--- src/rtl/decode_pipe_ctrl.sv ---
// ID stage of the pipelined MIPS core: decodes one instruction per cycle into the
// ID/EX control register with valid/ready flow control, load-use interlock and flush.
module decode_pipe_ctrl #(
   parameter int ALU_FUNC_W         = 6,
   parameter int REG_ADDR_W         = 5,
   parameter int LOAD_USE_INTERLOCK = 1,
   parameter int STALL_CNT_W        = 16
) (
   input  logic                   clk,
   input  logic                   rst_n,
   input  logic [31:0]            instr_in,
   input  logic                   instr_valid,
   output logic                   instr_ready,
   input  logic                   flush,
   input  logic                   ex_ready,
   output logic                   ex_valid,
   output logic [ALU_FUNC_W-1:0]  ex_alu_function,
   output logic                   ex_reg_write,
   output logic                   ex_mem_read,
   output logic                   ex_mem_write,
   output logic                   ex_uses_imm,
   output logic                   ex_imm_signed,
   output logic                   ex_is_link,
   output logic                   ex_is_jump_reg,
   output logic                   ex_is_lui,
   output logic                   ex_load_signed,
   output logic                   ex_illegal,
   output logic [1:0]             ex_mem_size,
   output logic [REG_ADDR_W-1:0]  ex_rs,
   output logic [REG_ADDR_W-1:0]  ex_rt,
   output logic [REG_ADDR_W-1:0]  ex_dest,
   output logic [STALL_CNT_W-1:0] stall_count
);

   localparam logic [5:0] OP_RTYPE  = 6'b000000;
   localparam logic [5:0] OP_REGIMM = 6'b000001;
   localparam logic [5:0] OP_J      = 6'b000010;
   localparam logic [5:0] OP_JAL    = 6'b000011;
   localparam logic [5:0] OP_BEQ    = 6'b000100;
   localparam logic [5:0] OP_BNE    = 6'b000101;
   localparam logic [5:0] OP_BLEZ   = 6'b000110;
   localparam logic [5:0] OP_BGTZ   = 6'b000111;
   localparam logic [5:0] OP_ADDI   = 6'b001000;
   localparam logic [5:0] OP_ADDIU  = 6'b001001;
   localparam logic [5:0] OP_SLTI   = 6'b001010;
   localparam logic [5:0] OP_SLTIU  = 6'b001011;
   localparam logic [5:0] OP_ANDI   = 6'b001100;
   localparam logic [5:0] OP_ORI    = 6'b001101;
   localparam logic [5:0] OP_XORI   = 6'b001110;
   localparam logic [5:0] OP_LUI    = 6'b001111;
   localparam logic [5:0] OP_LB     = 6'b100000;
   localparam logic [5:0] OP_LH     = 6'b100001;
   localparam logic [5:0] OP_LW     = 6'b100011;
   localparam logic [5:0] OP_LBU    = 6'b100100;
   localparam logic [5:0] OP_LHU    = 6'b100101;
   localparam logic [5:0] OP_SB     = 6'b101000;
   localparam logic [5:0] OP_SH     = 6'b101001;
   localparam logic [5:0] OP_SW     = 6'b101011;

   localparam logic [5:0] FN_SLL    = 6'b000000;
   localparam logic [5:0] FN_SRL    = 6'b000010;
   localparam logic [5:0] FN_SRA    = 6'b000011;
   localparam logic [5:0] FN_JR     = 6'b001000;
   localparam logic [5:0] FN_JALR   = 6'b001001;

   localparam logic [5:0] ALU_ADD   = 6'b100000;
   localparam logic [5:0] ALU_JUMP  = 6'b111010;

   logic [5:0] opcode;
   logic [5:0] funct;
   logic [4:0] f_rs;
   logic [4:0] f_rt;
   logic [4:0] f_rd;
   logic       unused_shamt;

   assign opcode       = instr_in[31:26];
   assign f_rs         = instr_in[25:21];
   assign f_rt         = instr_in[20:16];
   assign f_rd         = instr_in[15:11];
   assign funct        = instr_in[5:0];
   assign unused_shamt = ^instr_in[10:6];

   logic [5:0]            dec_alu;
   logic                  dec_reg_write;
   logic                  dec_mem_read;
   logic                  dec_mem_write;
   logic                  dec_uses_imm;
   logic                  dec_imm_signed;
   logic                  dec_is_link;
   logic                  dec_is_jump_reg;
   logic                  dec_is_lui;
   logic                  dec_load_signed;
   logic                  dec_illegal;
   logic [1:0]            dec_mem_size;
   logic [REG_ADDR_W-1:0] dec_dest;
   logic                  use_rs;
   logic                  use_rt;

   always_comb begin
      dec_alu         = 6'b000000;
      dec_reg_write   = 1'b0;
      dec_mem_read    = 1'b0;
      dec_mem_write   = 1'b0;
      dec_uses_imm    = 1'b0;
      dec_imm_signed  = 1'b1;
      dec_is_link     = 1'b0;
      dec_is_jump_reg = 1'b0;
      dec_is_lui      = 1'b0;
      dec_load_signed = 1'b0;
      dec_illegal     = 1'b0;
      dec_mem_size    = 2'b11;
      dec_dest        = '0;
      use_rs          = 1'b1;
      use_rt          = 1'b0;
      case (opcode)
         OP_RTYPE: begin
            dec_alu       = funct;
            dec_dest      = REG_ADDR_W'(f_rd);
            dec_reg_write = 1'b1;
            use_rt        = 1'b1;
            case (funct)
               FN_JR: begin
                  dec_is_jump_reg = 1'b1;
                  dec_alu         = ALU_JUMP;
                  dec_reg_write   = 1'b0;
               end
               FN_JALR: begin
                  dec_is_jump_reg = 1'b1;
                  dec_is_link     = 1'b1;
                  dec_alu         = ALU_JUMP;
               end
               FN_SLL, FN_SRL, FN_SRA: use_rs = 1'b0;
               default: ;
            endcase
         end
         OP_J: begin
            dec_alu = ALU_JUMP;
            use_rs  = 1'b0;
         end
         OP_JAL: begin
            dec_alu       = ALU_JUMP;
            dec_is_link   = 1'b1;
            dec_reg_write = 1'b1;
            dec_dest      = REG_ADDR_W'(5'd31);
            use_rs        = 1'b0;
         end
         OP_BEQ: begin
            dec_alu = 6'b111100;
            use_rt  = 1'b1;
         end
         OP_BNE: begin
            dec_alu = 6'b111101;
            use_rt  = 1'b1;
         end
         OP_BLEZ: dec_alu = 6'b111110;
         OP_BGTZ: dec_alu = 6'b111111;
         OP_REGIMM: begin
            // The rt field selects the branch flavour here, it is not a register read
            if (f_rt == 5'd0) begin
               dec_alu = 6'b111000;
            end else if (f_rt == 5'd1) begin
               dec_alu = 6'b111001;
            end else begin
               dec_illegal    = 1'b1;
               dec_imm_signed = 1'b0;
            end
         end
         OP_ADDI, OP_ADDIU, OP_SLTI, OP_SLTIU, OP_ANDI, OP_ORI, OP_XORI, OP_LUI: begin
            dec_uses_imm  = 1'b1;
            dec_reg_write = 1'b1;
            dec_dest      = REG_ADDR_W'(f_rt);
            case (opcode)
               OP_SLTI:  dec_alu = 6'b101010;
               OP_SLTIU: dec_alu = 6'b101011;
               OP_ANDI:  dec_alu = 6'b100100;
               OP_ORI:   dec_alu = 6'b100101;
               OP_XORI:  dec_alu = 6'b100110;
               OP_LUI:   dec_alu = 6'b100101;
               default:  dec_alu = ALU_ADD;
            endcase
            dec_imm_signed = !(opcode == OP_ANDI || opcode == OP_ORI ||
                               opcode == OP_XORI || opcode == OP_LUI);
            dec_is_lui     = (opcode == OP_LUI);
            use_rs         = (opcode != OP_LUI);
         end
         OP_LB, OP_LH, OP_LW, OP_LBU, OP_LHU: begin
            dec_alu         = ALU_ADD;
            dec_uses_imm    = 1'b1;
            dec_mem_read    = 1'b1;
            dec_reg_write   = 1'b1;
            dec_dest        = REG_ADDR_W'(f_rt);
            dec_load_signed = (opcode == OP_LB) || (opcode == OP_LH);
            dec_mem_size    = (opcode[1:0] == 2'b00) ? 2'b00 :
                              (opcode[1:0] == 2'b01) ? 2'b01 : 2'b11;
         end
         OP_SB, OP_SH, OP_SW: begin
            dec_alu       = ALU_ADD;
            dec_uses_imm  = 1'b1;
            dec_mem_write = 1'b1;
            use_rt        = 1'b1;
            dec_mem_size  = (opcode[1:0] == 2'b00) ? 2'b00 :
                            (opcode[1:0] == 2'b01) ? 2'b01 : 2'b11;
         end
         default: begin
            dec_illegal    = 1'b1;
            dec_imm_signed = 1'b0;
         end
      endcase
   end

   logic [REG_ADDR_W-1:0] dec_rs;
   logic [REG_ADDR_W-1:0] dec_rt;
   logic                  load_en;
   logic                  hazard;

   assign dec_rs  = REG_ADDR_W'(f_rs);
   assign dec_rt  = REG_ADDR_W'(f_rt);
   assign load_en = ex_ready || !ex_valid;

   assign hazard = (LOAD_USE_INTERLOCK != 0) && instr_valid && ex_valid && ex_mem_read &&
                   (ex_dest != '0) &&
                   ((use_rs && (dec_rs == ex_dest)) || (use_rt && (dec_rt == ex_dest)));

   // A flushed word is always consumed so IF can move on to the branch target
   assign instr_ready = rst_n && (flush || (load_en && !hazard));

   always_ff @(posedge clk or negedge rst_n) begin
      if (!rst_n) begin
         ex_valid        <= 1'b0;
         ex_alu_function <= '0;
         ex_reg_write    <= 1'b0;
         ex_mem_read     <= 1'b0;
         ex_mem_write    <= 1'b0;
         ex_uses_imm     <= 1'b0;
         ex_imm_signed   <= 1'b0;
         ex_is_link      <= 1'b0;
         ex_is_jump_reg  <= 1'b0;
         ex_is_lui       <= 1'b0;
         ex_load_signed  <= 1'b0;
         ex_illegal      <= 1'b0;
         ex_mem_size     <= 2'b00;
         ex_rs           <= '0;
         ex_rt           <= '0;
         ex_dest         <= '0;
         stall_count     <= '0;
      end else if (flush) begin
         if (load_en) ex_valid <= 1'b0;
      end else if (hazard) begin
         if (load_en) begin
            ex_valid <= 1'b0;
            if (stall_count != '1) stall_count <= stall_count + STALL_CNT_W'(1);
         end
      end else if (load_en) begin
         ex_valid        <= instr_valid;
         ex_alu_function <= ALU_FUNC_W'(dec_alu);
         ex_reg_write    <= dec_reg_write;
         ex_mem_read     <= dec_mem_read;
         ex_mem_write    <= dec_mem_write;
         ex_uses_imm     <= dec_uses_imm;
         ex_imm_signed   <= dec_imm_signed;
         ex_is_link      <= dec_is_link;
         ex_is_jump_reg  <= dec_is_jump_reg;
         ex_is_lui       <= dec_is_lui;
         ex_load_signed  <= dec_load_signed;
         ex_illegal      <= dec_illegal;
         ex_mem_size     <= dec_mem_size;
         ex_rs           <= dec_rs;
         ex_rt           <= dec_rt;
         ex_dest         <= dec_dest;
      end
   end

endmodule
--- config.mk ---
export PLATFORM = sky130hd
export DESIGN_NAME = decode_pipe_ctrl
export DESIGN_NICKNAME = d
export VERILOG_FILES = /design/src/rtl/decode_pipe_ctrl.sv
export SDC_FILE = /design/constraint.sdc
export NUM_CORES = 1
export LEC_CHECK = 0
export ABC_CLOCK_PERIOD_IN_PS = 2900
export BUFFER_PORTS_ARGS = -buffer_cell sky130_fd_sc_hd__buf_2
export CAP_MARGIN = 10
export CORE_MARGIN = 3
export CORE_UTILIZATION = 51
export DETAILED_ROUTE_END_ITERATION = 10
export PLACE_DENSITY = 0.82
export SLEW_MARGIN = 20
export SYNTH_ARGS = -nofsm -noshare
export SYNTH_HDL_FRONTEND = slang
export SYNTH_SLANG_ARGS = --single-unit
--- constraint.sdc ---
create_clock -name clk -period 2.9 [get_ports clk]
set_input_delay 0.29 -clock clk [delete_from_list [all_inputs] [get_ports clk]]
set_output_delay 0.29 -clock clk [all_outputs]
set_load 0.05 [all_outputs]
Word-level counts from Yosys, hierarchy flattened

Cells that the tools add are included.

Register bits: 50
Bits of input ports: 37
Output and inout port bits: 51
Logic and storage cells: 126

$add $sub $neg: 1
Equality and inequality tests: 33
Mux-type cells: 33
Bitwise operators: 2
Reductions and logical operators: 40

Operators with widths:

| kind                    | number |
|---|---|
| $eq A6 B4 Y1 const B    | 10 |
| $pmux W6 S9             | 1 |
| $eq A6 B6 Y1 const B    | 8 |
| $eq A6 B2 Y1 const B    | 4 |
| $eq A6 B3 Y1 const B    | 4 |
| $reduce_or A23 Y1       | 1 |
| $pmux W4 S5             | 1 |
| $mux W1                 | 19 |
| $mux W6                 | 3 |
| $add A16 B1 Y16 const B | 1 |
| $ne A16 B16 Y1 const B  | 1 |
| $reduce_or A16 Y1       | 1 |
| $reduce_or A8 Y1        | 2 |
| $pmux W5 S3             | 1 |
| $reduce_or A15 Y1       | 1 |
| $reduce_or A14 Y1       | 1 |
| $reduce_or A13 Y1       | 1 |
| $logic_not A6 Y1        | 2 |
| $eq A5 B5 Y1            | 2 |
| $logic_and A1 B1 Y1     | 8 |
| $logic_or A1 B1 Y1      | 7 |
| $eq A6 B1 Y1 const B    | 1 |
| $mux W2                 | 3 |
| $ne A6 B4 Y1 const B    | 1 |
| other kinds (16)        | 25 |

Depth between registers and ports, before layout

Word-level depth: 11
Gate-level depth with buffers: 9
Depth with buffers taken out: 7

Least setup slack after synthesis

No wires, ideal clock.

Kind: register -> register
From: register stall_count[3]
To: register stall_count[1]
Setup time: 128 ps
Arrival time: 2390 ps
Required time: 2772 ps
Path slack: 383 ps
Stages on the path, launching flop included: 7
Buffers on the path: 1
Clock period less this slack: 2517 ps
Path through: dfrtp_1 nand2_1 nor3_1 nand3_1 o311ai_4 buf_6 mux2_1

Cells in the longest elaborated chain, start to end: 2

Ends and longest elaborated chain:

| item                               | line | RTL |
|---|---|---|
| from (decl)                        | 32   | `output logic [STALL_CNT_W-1:0] stall_count` |
| from (signal assigned)             | 251  | `if (stall_count != '1) stall_count <= stall_count + STALL_CNT_W'(1);` |
| $ne A16 B16 Y1                     | 251  |  |
| $reduce_and A4 Y1 (no source line) | -    |  |

No other way between the ends.
A chain may end at the register's enable or synchronous reset.

Final worst setup path

From: register ex_dest[0]
To: output instr_ready

Cells in the longest elaborated chain, start to end: 8
Elaborated cells on any way between the ends: 12
Those cells by class: eq/ne: 2; reduce/logical: 10

Ends and longest elaborated chain:

| item                   | line | RTL |
|---|---|---|
| from (decl)            | 31   | `output logic [REG_ADDR_W-1:0] ex_dest,` |
| from (signal assigned) | 269  | `ex_dest <= dec_dest;` |
| $eq A5 B5 Y1           | 222  | `((use_rs && (dec_rs == ex_dest)) \|\| (use_rt && (dec_rt == ex_dest)));` |
| $logic_and A1 B1 Y1    | 222  |  |
| $logic_or A1 B1 Y1     | 222  |  |
| $logic_and A1 B1 Y1 *  | 221  | `(ex_dest != '0) &&` |
| $logic_not A1 Y1 *     | 225  | `assign instr_ready = rst_n && (flush \|\| (load_en && !hazard));` |
| $logic_and A1 B1 Y1 *  | 225  |  |
| $logic_or A1 B1 Y1 *   | 225  |  |
| $logic_and A1 B1 Y1 *  | 225  |  |
| to (decl)              | 13   | `output logic instr_ready,` |

Mark *: on every way between the ends. The rest lies on a longest branch, timed or not.

==> results.py <==
metrics = {
    "pwr": {
        "p_sw_mw": 0.6268,
        "p_clk_share_pct": 28.9,
        "p_seq_share_pct": 44.8,
        "peakVddDrop_v": 0.0002824,
        "combPwrFrac_pct": 26.3,
        "swShare_pct": 35.50,
        "p_int_mw": 1.139,
        "power_density_nw_per_um2": 542.2,
        "p_leak_nw": 1.571,
    },
    "routing": {
        "ant_nets": 0,
        "drt-pass1-iter-count": 4,
        "wl_per_cell_um": 14.96,
        "drcViolationCount": 0,
        "via_per_inst": 5.601,
        "drt_iter0_markers": 239,
        "num_vias": 2330,
        "wirelength_mm": 6.223,
    },
    "yosys": {
        "postSynth.asyncResetShare_pct": 100.0,
        "synth_area_leaders": "dfrtp_1 47%, xor2_1 6.2%, nor2_1 5.1%",
        "ys_top_cells_by_count": "50 x dfrtp_1, 36 x nor2_1, 20 x a21oi_1",
        "syn-num-nets": 304,
        "synth_top_cell_area_share_pct": 46.82,
        "yosysSeqAreaShare_pct": 46.82,
        "syn_avg_cell_area_um2": 10.05,
        "synth_most_common_cell": "dfrtp_1",
        "syn-cell-area_um2": 2673,
        "synth_seq_cells": 50,
        "ys_types": 46,
        "synthCells": 266,
        "yosysTopAreaCell": "dfrtp_1",
        "synthFlopType": "dfrtp_1",
        "synth_edf_count": 0,
        "yosys_warnings": 0,
    },
    "global_routing": {
        "antenna_found_initial": 0,
        "grt_pass1_wl_mm": 10.33,
        "grt.total_usage_pct": 20.98,
        "grt_max_degree": 53,
        "grt_pass1_vias": 2170,
        "overflow": 0,
    },
    "setup_path": {
        "critical_path.top_delay_family": "compound AO/OA/AOI/OAI gates",
        "path_buf_inv": 1,
        "arrival_ps": 2240,
        "r2r_start": "ex_dest[0]",
        "path_cells": "nor3_1 -> a21oi_1 -> o311ai_1 -> o41ai_4 -> nor2_1 -> o21a_1 -> buf_2",
        "cpPeakStageDelay_ps": 470,
        "cpMaxStageDelayCell": "o41ai_4",
        "worst_setup_path_start_kind": "flop",
        "setup.worst_path.start": "ex_dest[0]",
        "path_class": "flop to output pin",
        "crit_path_end_kind": "output pin",
        "critPathRequiredTime_ps": 2610,
        "cp_max_fo": 5,
    },
    "timing": {
        "timing.final.ws_setup_ps": 372.3,
        "worst_pin_slew_ps": 813.9,
        "maxSlewHeadroom_pct": 45.32,
        "rsz0062_at_grt": "false",
        "max_freq_mhz": 395.6,
        "slew_viol_final": 0,
        "skew_ps": 12.66,
        "hold_slack_ps": 154.5,
        "tns_ps": 0,
        "hold_violations": 0,
        "period_needed_ps": 2528,
        "setup_viol": 0,
        "finalCritPeriodShare_pct": 87.16,
    },
    "placed_design": {
        "place.gp.congestion": 0.8435,
        "portBuffers": 82,
        "place_hpwl_mm": 4.622,
        "place_inst": 408,
        "place_ws_ps": 391.5,
    },
    "clock_tree": {
        "cts_tree": "built",
        "cts_buffers": 5,
        "post-cts-setup-buffers": 0,
        "cts-root-buf": "clkbuf_8",
        "clock_latency_ps": 310,
        "cts_resized": 0,
        "cts_hold_buf": 0,
        "clockBufferDepth": 2,
        "htreeDepth": 2,
        "path_clk_slew_ps": 100,
        "cts.sinks": 50,
    },
    "hold_path": {
        "hold_path.class": "input pin to async pin",
    },
    "floorplan": {
        "core_area_um2": 4880,
        "start_util_pct": 54.77,
        "die-area_um2": 6145,
        "die-height_um": 78.39,
        "fp.dieW_um": 78.39,
        "io_pins": 88,
        "rows": 25,
    },
    "final_layout": {
        "reg_top3": "stall_count (16), ex_alu_function (6)",
        "final_cells": 416,
        "nNetsFinal": 386,
        "diodes": 0,
        "largest_reg_flops": 16,
        "regMostFlops": "stall_count",
        "drive_gt1_share_pct": 31.23,
        "n_fill_cell": 416,
        "areaGrowthSynthToFinish_pct": 21.86,
    },
    "status": {
        "status": "finished clean",
    },
    "flow_run": {
        "drv_cap": 0,
    },
}
## worst reg2reg max path, stage by stage (launching register included)
cell      delay [ps]
dfrtp_1          460
nor3_1            80
a21oi_1          220
o311ai_1         210
o41ai_4          470
o311ai_4         380
nor4_1           370
xor2_1           180
## stage by stage
step / util, % / total power, mW / cell area [um^2]
after global placement: 64.36 / 1.262 / 3141
after floorplan: - / 1.134 / 2673
after global routing: 66.74 / 1.850 / 3257
after detailed placement: 64.36 / 1.271 / 3141
final: 66.74 / 1.766 / 3257
after CTS: 66.74 / 1.784 / 3257
## worst paths after layout
check                                       to  slack (ps)  cells after the start
worst max-delay path               instr_ready         370                      7
worst min-delay path                  ex_rs[1]         150                      2
worst max register to register  stall_count[7]         440                      7
worst min register to register        ex_rs[3]         490                      1
max in group asynchronous       stall_count[7]        2330                      2
min in group clk                      ex_rs[3]         220                      2
## cell families (layout without fill, tap and decap cells)
family / count (synthesis) / after routing / synth area share, %
adders and majority gates: 1 / 1 / 0.4681
buffers and inverters: 22 / 105 / 4.260
xor gates and xnor gates: 25 / 25 / 8.193
muxes: 15 / 15 / 6.320
and+or+nand+nor: 102 / 102 / 20.08
AOI/OAI and AO/OA: 51 / 51 / 13.86
DFF: 50 / 50 / 46.82
## power by group through the flow
stage | registers (mW) | logic (mW) | clock network [mW]
after floorplan | 0.995 | 0.140 | 0
after global placement | 0.801 | 0.461 | 0
after detailed placement | 0.804 | 0.467 | 0
after CTS | 0.790 | 0.468 | 0.525
after global routing | 0.797 | 0.497 | 0.555
final | 0.791 | 0.465 | 0.510
## placed cells by master (no fill, tap or decap), types with 2 or more instances in the layout
cell type,Yosys,routed
buf_2,4,82
dfrtp_1,50,50
nor2_1,36,36
a21oi_1,20,20
xor2_1,19,19
nand2_1,13,13
mux2_1,12,12
nand3_1,11,11
inv_1,10,10
nor4_1,8,8
nor3_1,7,7
xnor2_1,6,6
o21ai_0,6,6
nand2b_1,5,5
a31oi_1,5,5
a221oi_1,5,5
clkbuf_8,0,5
buf_4,3,4
nor2b_1,3,3
nand4_1,3,3
nor3_2,3,3
mux2_2,3,3
nand3b_1,2,2
o21a_1,2,2
a211oi_1,2,2
nor3b_1,2,2
and3_1,2,2
a2bb2oi_1,2,2
inv_6,0,2
## layout make-up
type                            instances  area [um^2]  area share (%)
Clock buffer                            5        68.82           2.113
Clock inverter                          3        47.55           1.460
Inverter                               10        37.54           1.153
Multi-Input combinational cell        194         1308           40.15
Sequential cell                        50         1251           38.42
Tap cell                               67        83.83           2.574
Timing Repair Buffer                   87        460.4           14.14
## layer usage
layer  vias to the layer above  track usage, %  wire [um]  part of all wire, %
met5                         -               0          0                    0
met4                         0           4.895         27                 0.43
met3                         4           5.619        468                  7.5
met2                        88           34.42       3043                   49
met1                      1130           27.87       2684                   43
li1                       1108               -          -                    -
No activity file was read; power rests on OpenSTA's default activity.
